===== src/rtl/fmul_36bit_mantissa_mul_if.sv =====
// Operand/result bus for the first multiplier stage.
// master: upstream operand source plus downstream result sink (bench side).
// slave:  the mantissa multiplier stage itself.
interface fmul_36bit_mantissa_mul_if;
   // Upstream side
   logic        iDATA_VALID;
   logic        oDATA_BUSY;
   logic [35:0] iDATA_A;
   logic [35:0] iDATA_B;
   // Downstream side
   logic        oDATA_VALID;
   logic        iDATA_BUSY;
   logic        oDATA_SIGN;
   logic [12:0] oDATA_EXP;
   logic [49:0] oDATA_FRACT;
   logic        oDATA_EXCEPT_EXP_A0;
   logic        oDATA_EXCEPT_EXP_B0;
   logic        oDATA_EXCEPT_EXP_A1;
   logic        oDATA_EXCEPT_EXP_B1;
   logic        oDATA_EXCEPT_FRACT_A0;
   logic        oDATA_EXCEPT_FRACT_B0;

   modport master (
      output iDATA_VALID, iDATA_A, iDATA_B, iDATA_BUSY,
      input  oDATA_BUSY, oDATA_VALID, oDATA_SIGN, oDATA_EXP, oDATA_FRACT,
      input  oDATA_EXCEPT_EXP_A0, oDATA_EXCEPT_EXP_B0,
      input  oDATA_EXCEPT_EXP_A1, oDATA_EXCEPT_EXP_B1,
      input  oDATA_EXCEPT_FRACT_A0, oDATA_EXCEPT_FRACT_B0
   );

   modport slave (
      input  iDATA_VALID, iDATA_A, iDATA_B, iDATA_BUSY,
      output oDATA_BUSY, oDATA_VALID, oDATA_SIGN, oDATA_EXP, oDATA_FRACT,
      output oDATA_EXCEPT_EXP_A0, oDATA_EXCEPT_EXP_B0,
      output oDATA_EXCEPT_EXP_A1, oDATA_EXCEPT_EXP_B1,
      output oDATA_EXCEPT_FRACT_A0, oDATA_EXCEPT_FRACT_B0
   );
endinterface


===== src/rtl/fmul_36bit_mantissa_mul.sv =====
// First arithmetic stage of the 36-bit FP multiplier: sign, biased exponent
// sum, exact 50-bit mantissa product and operand exception flags.
// Two-stage pipeline, stalled as a whole by the downstream busy.
// Optional macro FMUL36_DAZ_EN: operands with exp == 0 multiply as zero.
module fmul_36bit_mantissa_mul #(
   parameter int unsigned P_BIAS = 1023
) (
   input logic                      iCLOCK,
   input logic                      inRESET,
   input logic                      iRESET_SYNC,
   fmul_36bit_mantissa_mul_if.slave bus
);

   localparam logic [12:0] LP_BIAS = 13'(P_BIAS);

   // Operand fields
   logic [10:0] exp_a, exp_b;
   logic [23:0] fract_a, fract_b;
   logic [24:0] mant_a, mant_b;
   logic [12:0] exp_sum;
   logic [37:0] p_lo;
   logic [36:0] p_hi;
   logic [5:0]  flags;

   // Stage 1 registers
   logic        s1_valid_q;
   logic        s1_sign_q;
   logic [12:0] s1_exp_q;
   logic [37:0] s1_p_lo_q;
   logic [36:0] s1_p_hi_q;
   logic [5:0]  s1_flags_q;   // {a0, b0, a1, b1, fract_a0, fract_b0}

   // Stage 2 registers
   logic        s2_valid_q;
   logic        s2_sign_q;
   logic [12:0] s2_exp_q;
   logic [49:0] s2_fract_q;
   logic [5:0]  s2_flags_q;

   logic [49:0] fract_sum;

   // Unpack operands, build mantissas and the two partial products
   always_comb begin
      exp_a   = bus.iDATA_A[34:24];
      exp_b   = bus.iDATA_B[34:24];
      fract_a = bus.iDATA_A[23:0];
      fract_b = bus.iDATA_B[23:0];
`ifdef FMUL36_DAZ_EN
      mant_a  = (exp_a != 11'h000) ? {1'b1, fract_a} : 25'h0;
      mant_b  = (exp_b != 11'h000) ? {1'b1, fract_b} : 25'h0;
`else
      mant_a  = {(exp_a != 11'h000), fract_a};
      mant_b  = {(exp_b != 11'h000), fract_b};
`endif
      exp_sum = {2'b00, exp_a} + {2'b00, exp_b} - LP_BIAS;
      // Split B so each partial product stays narrow; recombined exactly in stage 2
      p_lo    = {13'd0, mant_a} * {25'd0, mant_b[12:0]};
      p_hi    = {12'd0, mant_a} * {25'd0, mant_b[24:13]};
      flags   = {(exp_a == 11'h000), (exp_b == 11'h000),
                 (exp_a == 11'h7FF), (exp_b == 11'h7FF),
                 (fract_a == 24'h0), (fract_b == 24'h0)};
   end

   // Stage 1: capture sign, exponent, partial products and flags
   always_ff @(posedge iCLOCK or negedge inRESET) begin
      if (!inRESET) begin
         s1_valid_q <= 1'b0;
         s1_sign_q  <= 1'b0;
         s1_exp_q   <= '0;
         s1_p_lo_q  <= '0;
         s1_p_hi_q  <= '0;
         s1_flags_q <= '0;
      end else if (iRESET_SYNC) begin
         s1_valid_q <= 1'b0;
         s1_sign_q  <= 1'b0;
         s1_exp_q   <= '0;
         s1_p_lo_q  <= '0;
         s1_p_hi_q  <= '0;
         s1_flags_q <= '0;
      end else if (!bus.iDATA_BUSY) begin
         // Data loads regardless of valid; consumers qualify on valid
         s1_valid_q <= bus.iDATA_VALID;
         s1_sign_q  <= bus.iDATA_A[35] ^ bus.iDATA_B[35];
         s1_exp_q   <= exp_sum;
         s1_p_lo_q  <= p_lo;
         s1_p_hi_q  <= p_hi;
         s1_flags_q <= flags;
      end
   end

   // Recombine partial products into the exact 50-bit product
   always_comb begin
      fract_sum = {12'd0, s1_p_lo_q} + {s1_p_hi_q, 13'd0};
   end

   // Stage 2: register the full product, pass the other fields through
   always_ff @(posedge iCLOCK or negedge inRESET) begin
      if (!inRESET) begin
         s2_valid_q <= 1'b0;
         s2_sign_q  <= 1'b0;
         s2_exp_q   <= '0;
         s2_fract_q <= '0;
         s2_flags_q <= '0;
      end else if (iRESET_SYNC) begin
         s2_valid_q <= 1'b0;
         s2_sign_q  <= 1'b0;
         s2_exp_q   <= '0;
         s2_fract_q <= '0;
         s2_flags_q <= '0;
      end else if (!bus.iDATA_BUSY) begin
         s2_valid_q <= s1_valid_q;
         s2_sign_q  <= s1_sign_q;
         s2_exp_q   <= s1_exp_q;
         s2_fract_q <= fract_sum;
         s2_flags_q <= s1_flags_q;
      end
   end

   // Stall passes straight through; the whole pipe freezes together
   assign bus.oDATA_BUSY            = bus.iDATA_BUSY;
   assign bus.oDATA_VALID           = s2_valid_q;
   assign bus.oDATA_SIGN            = s2_sign_q;
   assign bus.oDATA_EXP             = s2_exp_q;
   assign bus.oDATA_FRACT           = s2_fract_q;
   assign bus.oDATA_EXCEPT_EXP_A0   = s2_flags_q[5];
   assign bus.oDATA_EXCEPT_EXP_B0   = s2_flags_q[4];
   assign bus.oDATA_EXCEPT_EXP_A1   = s2_flags_q[3];
   assign bus.oDATA_EXCEPT_EXP_B1   = s2_flags_q[2];
   assign bus.oDATA_EXCEPT_FRACT_A0 = s2_flags_q[1];
   assign bus.oDATA_EXCEPT_FRACT_B0 = s2_flags_q[0];

endmodule

===== src/flat_wrapper.sv =====
// flat-port wrapper written by rule: the top's interface ports become plain ports
module fmul_36bit_mantissa_mul_flat 
#(
   parameter int unsigned P_BIAS = 1023
)
  (iCLOCK, inRESET, iRESET_SYNC, bus_iDATA_VALID, bus_iDATA_A, bus_iDATA_B, bus_iDATA_BUSY, bus_oDATA_BUSY, bus_oDATA_VALID, bus_oDATA_SIGN, bus_oDATA_EXP, bus_oDATA_FRACT, bus_oDATA_EXCEPT_EXP_A0, bus_oDATA_EXCEPT_EXP_B0, bus_oDATA_EXCEPT_EXP_A1, bus_oDATA_EXCEPT_EXP_B1, bus_oDATA_EXCEPT_FRACT_A0, bus_oDATA_EXCEPT_FRACT_B0);
  fmul_36bit_mantissa_mul_if bus_i ();
  input logic iCLOCK;
  input logic inRESET;
  input logic iRESET_SYNC;
  input wire logic [$bits(bus_i.iDATA_VALID)-1:0] bus_iDATA_VALID;
  input wire logic [$bits(bus_i.iDATA_A)-1:0] bus_iDATA_A;
  input wire logic [$bits(bus_i.iDATA_B)-1:0] bus_iDATA_B;
  input wire logic [$bits(bus_i.iDATA_BUSY)-1:0] bus_iDATA_BUSY;
  output wire logic [$bits(bus_i.oDATA_BUSY)-1:0] bus_oDATA_BUSY;
  output wire logic [$bits(bus_i.oDATA_VALID)-1:0] bus_oDATA_VALID;
  output wire logic [$bits(bus_i.oDATA_SIGN)-1:0] bus_oDATA_SIGN;
  output wire logic [$bits(bus_i.oDATA_EXP)-1:0] bus_oDATA_EXP;
  output wire logic [$bits(bus_i.oDATA_FRACT)-1:0] bus_oDATA_FRACT;
  output wire logic [$bits(bus_i.oDATA_EXCEPT_EXP_A0)-1:0] bus_oDATA_EXCEPT_EXP_A0;
  output wire logic [$bits(bus_i.oDATA_EXCEPT_EXP_B0)-1:0] bus_oDATA_EXCEPT_EXP_B0;
  output wire logic [$bits(bus_i.oDATA_EXCEPT_EXP_A1)-1:0] bus_oDATA_EXCEPT_EXP_A1;
  output wire logic [$bits(bus_i.oDATA_EXCEPT_EXP_B1)-1:0] bus_oDATA_EXCEPT_EXP_B1;
  output wire logic [$bits(bus_i.oDATA_EXCEPT_FRACT_A0)-1:0] bus_oDATA_EXCEPT_FRACT_A0;
  output wire logic [$bits(bus_i.oDATA_EXCEPT_FRACT_B0)-1:0] bus_oDATA_EXCEPT_FRACT_B0;
  assign bus_i.iDATA_VALID = bus_iDATA_VALID;
  assign bus_i.iDATA_A = bus_iDATA_A;
  assign bus_i.iDATA_B = bus_iDATA_B;
  assign bus_i.iDATA_BUSY = bus_iDATA_BUSY;
  assign bus_oDATA_BUSY = bus_i.oDATA_BUSY;
  assign bus_oDATA_VALID = bus_i.oDATA_VALID;
  assign bus_oDATA_SIGN = bus_i.oDATA_SIGN;
  assign bus_oDATA_EXP = bus_i.oDATA_EXP;
  assign bus_oDATA_FRACT = bus_i.oDATA_FRACT;
  assign bus_oDATA_EXCEPT_EXP_A0 = bus_i.oDATA_EXCEPT_EXP_A0;
  assign bus_oDATA_EXCEPT_EXP_B0 = bus_i.oDATA_EXCEPT_EXP_B0;
  assign bus_oDATA_EXCEPT_EXP_A1 = bus_i.oDATA_EXCEPT_EXP_A1;
  assign bus_oDATA_EXCEPT_EXP_B1 = bus_i.oDATA_EXCEPT_EXP_B1;
  assign bus_oDATA_EXCEPT_FRACT_A0 = bus_i.oDATA_EXCEPT_FRACT_A0;
  assign bus_oDATA_EXCEPT_FRACT_B0 = bus_i.oDATA_EXCEPT_FRACT_B0;
  fmul_36bit_mantissa_mul #(.P_BIAS(P_BIAS)) u_core (.iCLOCK(iCLOCK), .inRESET(inRESET), .iRESET_SYNC(iRESET_SYNC), .bus(bus_i));
endmodule

===== config.mk =====
export PLATFORM = sky130hd
export DESIGN_NAME = fmul_36bit_mantissa_mul_flat
export DESIGN_NICKNAME = d
export VERILOG_FILES = /design/src/rtl/fmul_36bit_mantissa_mul_if.sv /design/src/rtl/fmul_36bit_mantissa_mul.sv /design/src/flat_wrapper.sv
export SDC_FILE = /design/constraint.sdc
export NUM_CORES = 2
export LEC_CHECK = 0
export CELL_PAD_IN_SITES_DETAIL_PLACEMENT = 2
export CELL_PAD_IN_SITES_GLOBAL_PLACEMENT = 2
export CORE_UTILIZATION = 43
export CTS_BUF_LIST = sky130_fd_sc_hd__clkbuf_16
export DETAILED_ROUTE_END_ITERATION = 12
export GPL_TIMING_DRIVEN = 0
export PLACE_DENSITY = 0.91
export SLEW_MARGIN = 10
export SYNTH_ARGS = -nofsm -noshare
export SYNTH_HDL_FRONTEND = slang
export SYNTH_SLANG_ARGS = --single-unit

===== constraint.sdc =====
create_clock -name iCLOCK -period 5.1 [get_ports iCLOCK]
set_input_delay 0.765 -clock iCLOCK [delete_from_list [all_inputs] [get_ports iCLOCK]]
set_output_delay 0.765 -clock iCLOCK [all_outputs]
set_load 0.1 [all_outputs]

==> flow_metrics.tcl, run 1 <==
set metrics [dict create \
    grt_overflow 547 \
    stop_stage "global routing" \
    synth-edff-count 0 \
    yosys-top-cells-area "fa_1, dfrtp_1, ha_1" \
    cts_max_level 4 \
    synthArstFlopShare_pct 100.0 \
    synth_top_cell_by_area "fa_1" \
    netlist_instances 3170 \
    groute.usage.overall_pct 84.57 \
    yosysUniqueCellTypes 80 \
    synth_top_area_share_pct 34.81 \
    dp.final_hpwl_um 105800 \
    status "stopped before the end" \
    ctsLongestPathBuffers 2 \
    port_buffers 127 \
    dp.cells 4153 \
    synth-main-ff-cell "dfrtp_1" \
    gp_routability_congestion 0.9311 \
    die_w_um 256.7 \
    die_h_um 256.7 \
    holdBufCountCts 0 \
    row_count 93 \
    worst_endpoint_kind "sequential cell input" \
    start_util_pct 43.42 \
    synth_nets 3927 \
    worstEndpointGrtRepair "u_core.s1_p_hi_q[30]$_DFFE_PN0P_/D" \
    stop_error "[ERROR GRT-0232] Routing congestion too high. Check the congestion heatmap in the GUI." \
    grt_max_degree 85 \
    cts_sinks 167 \
    ys_ff_latch 167 \
    cts_buffers 17 \
    syn_area_um2 27890 \
    cts_root_buf "clkbuf_16" \
    yosys_warnings 0 \
    pre_cts_ws_ps -3287 \
    synth.avg_cell_area_um2 8.798 \
    boundaryPins 149 \
    ys_seq_area_share_pct 14.98 \
]
-- per-stage QoR --
| step | setup TNS (ps) | cell area, µm² |
|---|---|---|
| 3_3_place_gp | -685370 | 31180 |
| 3_5_place_dp | -128170 | 31210 |
| 2_1_floorplan | -13150 | 28840 |
| 4_1_cts | -32500 | 35460 |
-- routing by layer --
metal / GRT overflow / GRT usage, %
met1: 4 / 84.31
met2: 304 / 97.90
met3: 17 / 72.31
met4: 218 / 87.48
met5: 4 / 35.60
-- synthesized netlist by cell type, drive strengths merged (4+ instances only) --
master,count
a21oi,141
o211ai,13
and2,243
nor4,21
xor2,44
a21o,47
fa,485
o21ai,94
nor2,160
mux2i,50
xnor2,60
dfrtp,167
nand2b,10
a31oi,11
or3,6
a211oi,21
nand3,32
inv,529
a311oi,6
o21bai,11
or2,6
nor3,14
nor2b,12
a21boi,5
buf,12
nand2,522
clkbuf,158
ha,195
a22o,4
o21a,7
and3,17
nand4,21
-- repair_timing --
action | CTS
cloned | 3
resized for setup | 859
pin swaps | 210
setup buffers | 127
setup endpoints to repair | 65
-- logic make-up after synthesis --
kind of cell | share of synthesized area (%)
and+or+nand+nor | 17.86
buffers and inverters | 9.475
adders and majority gates | 43.56
AOI/OAI and AO/OA | 9.062
DFF | 14.98
xor gates and xnor gates | 3.266
muxes | 1.794
==> inputs of run 2 (changes only) <==
--- a/config.mk
+++ b/config.mk
@@ -5,13 +5,10 @@
 export SDC_FILE = /design/constraint.sdc
 export NUM_CORES = 2
 export LEC_CHECK = 0
-export CELL_PAD_IN_SITES_DETAIL_PLACEMENT = 2
-export CELL_PAD_IN_SITES_GLOBAL_PLACEMENT = 2
-export CORE_UTILIZATION = 43
-export CTS_BUF_LIST = sky130_fd_sc_hd__clkbuf_16
+export CORE_UTILIZATION = 40
 export DETAILED_ROUTE_END_ITERATION = 12
 export GPL_TIMING_DRIVEN = 0
-export PLACE_DENSITY = 0.91
+export PLACE_DENSITY_LB_ADDON = 0.15
 export SLEW_MARGIN = 10
 export SYNTH_ARGS = -nofsm -noshare
 export SYNTH_HDL_FRONTEND = slang
==> run 2 against run 1 <==
Compared with the run above: the flow now finishes, with violations (setup timing); area after synthesis unchanged; synthesized cell count stayed put.
==> flow_metrics.tcl, run 2 <==
set metrics [dict create \
    start_util_pct 40.52 \
    finalCritPeriodShare_pct 117.9 \
    dp.final_hpwl_um 76120 \
    status "finished with violations" \
    insertion_delay_ps 450 \
    netlist_instances 3170 \
    worst_pin_slew_ps 1057 \
    cts_max_level 4 \
    cp_common_cell "fa_1" \
    largest_reg_flops 50 \
    synth.most_common_cell "inv_1" \
    clk_pin_slew_ps 70 \
    fin_cells 4452 \
    fmaxAchievable_mhz 166.4 \
    die_area_um2 70790 \
    dp.cells 4229 \
    drcViolationCount 0 \
    tritoncts "yes" \
    cp-end-kind "flip-flop" \
    maxCapViolCount 0 \
    yosys-top-cells-area "fa_1, dfrtp_1, ha_1" \
    critPathLaunchType "input pin" \
    cp.arrival_ps 6330 \
    drt-pass1-iter-count 6 \
    groute.usage.overall_pct 28.76 \
    cts_sinks 167 \
    cp_slowest_cell "fa_2" \
    synth-main-ff-cell "dfrtp_1" \
    grt_overflow 0 \
    min_period_ps 6011 \
    grt_pass1_wl_um 152400 \
    die_w_um 266.1 \
    layout_common_cells "inv_1, nand2_1, fa_1" \
    yosys_warnings 0 \
    grt_max_degree 91 \
    ctsLongestPathBuffers 2 \
    cts_buffers 17 \
    cp_top_family "adder cells" \
    drt_iter0_markers 1629 \
    hold_class "input pin to async pin" \
    crit_fanout 5 \
    synth_top_area_share_pct 34.81 \
    ys_seq_area_share_pct 14.98 \
    drt-met1-wl_um 41660 \
    viasPerCell 5.383 \
    syn_area_um2 27890 \
    crit_type "input pin to flip-flop" \
    crit_buf_inv 6 \
    cp.required_ps 5420 \
    ant_nets 0 \
    row_count 96 \
    fillers 6237 \
    yosysUniqueCellTypes 80 \
    netlist_top_cells_count "inv_1, nand2_1, fa_1" \
    holdBufCountCts 0 \
    ys_ff_latch 167 \
    avgRoutedWirePerCell_um 22.38 \
    routed-wl-met3_um 6429 \
    synthArstFlopShare_pct 100.0 \
    failed_checks "setup timing" \
    gp_routability_congestion 0.9248 \
    core_area_um2 68830 \
    synth_nets 3927 \
    critical_path.max_stage_delay_ps 590 \
    slew_headroom_pct 29.29 \
    path_cells "buf_8 > nor4_4 > nand3_4 > buf_12 > clkbuf_16 > and2_4 > fa_1 > inv_2 > fa_1 > fa_1 > fa_2 > fa_1 > inv_2 > ha_4 > and3_4 > nor2b_4 > a2111oi_4 > nor2_4 > buf_4 > a211oi_2 > a21oi_1 > xnor2_1 > o21ai_1" \
    rsz0062_at_grt "yes" \
    drt-total-wl_um 99640 \
    first_global_vias 25420 \
    port_buffers 127 \
    nets 4262 \
    dr_wl_met2_um 46930 \
    finalSetupViolCount 48 \
    antenna_found_initial 1 \
    synth_top_cell_by_area "fa_1" \
    cts_root_buf "clkbuf_16" \
    synth.avg_cell_area_um2 8.798 \
    top_layer_used "met4" \
    worst_slack_ps -910.9 \
    drive_gt1_share_pct 19.78 \
    final_common_cell "inv_1" \
    boundaryPins 149 \
    die_h_um 266.1 \
    synth-edff-count 0 \
    area_delta_synth_final_pct 30.79 \
    finalHoldViolCount 0 \
    via_count 23963 \
    final_max_slew_viol_count 0 \
    fin_skew_ps 16.46 \
]
run 2: cell counts after synthesis:
No cell type changed its count.
run 2: timing repair:
item | in CTS | in global routing
gates cloned | 6 | 2
pin swaps | 161 | 120
setup buffers | 138 | 53
resized for setup | 738 | 156
endpoints found under the setup margin | 62 | 51
run 2: final cells by class:
type | instances | area (µm²) | area share (%)
plain buffers | 170 | 2332 | 6.394
multi-input cells | 2303 | 22960 | 62.94
diodes | 3 | 7.507 | 0.02058
clock inverters | 14 | 215.2 | 0.5900
inverters | 529 | 1988 | 5.450
clock buffers | 18 | 439.2 | 1.204
repair buffers | 317 | 3192 | 8.750
well taps | 931 | 1165 | 3.193
flip-flops and latches | 167 | 4179 | 11.46
run 2: metrics by stage:
stage	hold WS, ps	utilization (%)	instance area (µm²)	setup slack [ps]	setup TNS, ps
after floorplan	449.1	-	28840	-648.1	-13150
after global placement	464.9	45.44	31280	-3504	-694610
after detailed placement	473.5	45.49	31310	-3132	-115010
after CTS	295.1	51.58	35500	-808.9	-21160
after global routing	319.8	52.99	36470	-1055	-36090
final	264.4	53.00	36480	-910.9	-29190
run 2: logic make-up after synthesis:
logic type / synth area share [%]
xor gates and xnor gates: 3.266
muxes: 1.794
DFF: 14.98
adders and majority gates: 43.56
and+or+nand+nor: 17.86
buffers and inverters: 9.475
AOI/OAI and AO/OA: 9.062
run 2: path summary, 6_finish.rpt:
check,startpoint,slack (ps),cells past startpoint,endpoint
setup / recovery,bus_iDATA_B[26],-910,23,u_core.s1_p_hi_q[34]
hold / removal,inRESET,260,1,u_core.bus.oDATA_FRACT[7]
setup reg to reg,u_core.s1_p_hi_q[0],2060,11,u_core.bus.oDATA_FRACT[49]
hold reg to reg,u_core.bus.oDATA_FRACT[30],480,2,u_core.bus.oDATA_FRACT[30]
max in group asynchronous,inRESET,3950,2,u_core.bus.oDATA_FRACT[44]
min in group iCLOCK,u_core.bus.oDATA_FRACT[30],480,2,u_core.bus.oDATA_FRACT[30]
run 2: routing by layer:
metal / vias up / global-route usage (%)
met1: 12346 / 37.62
li1: 10498 / -
met3: 211 / 4.131
met2: 908 / 47.82
met5: - / 0
met4: 0 / 11.71
Power of run 2 is left out: the tool's default activity adds up to more than one toggle a clock period on the data nets, which glitch-free logic cannot reach.
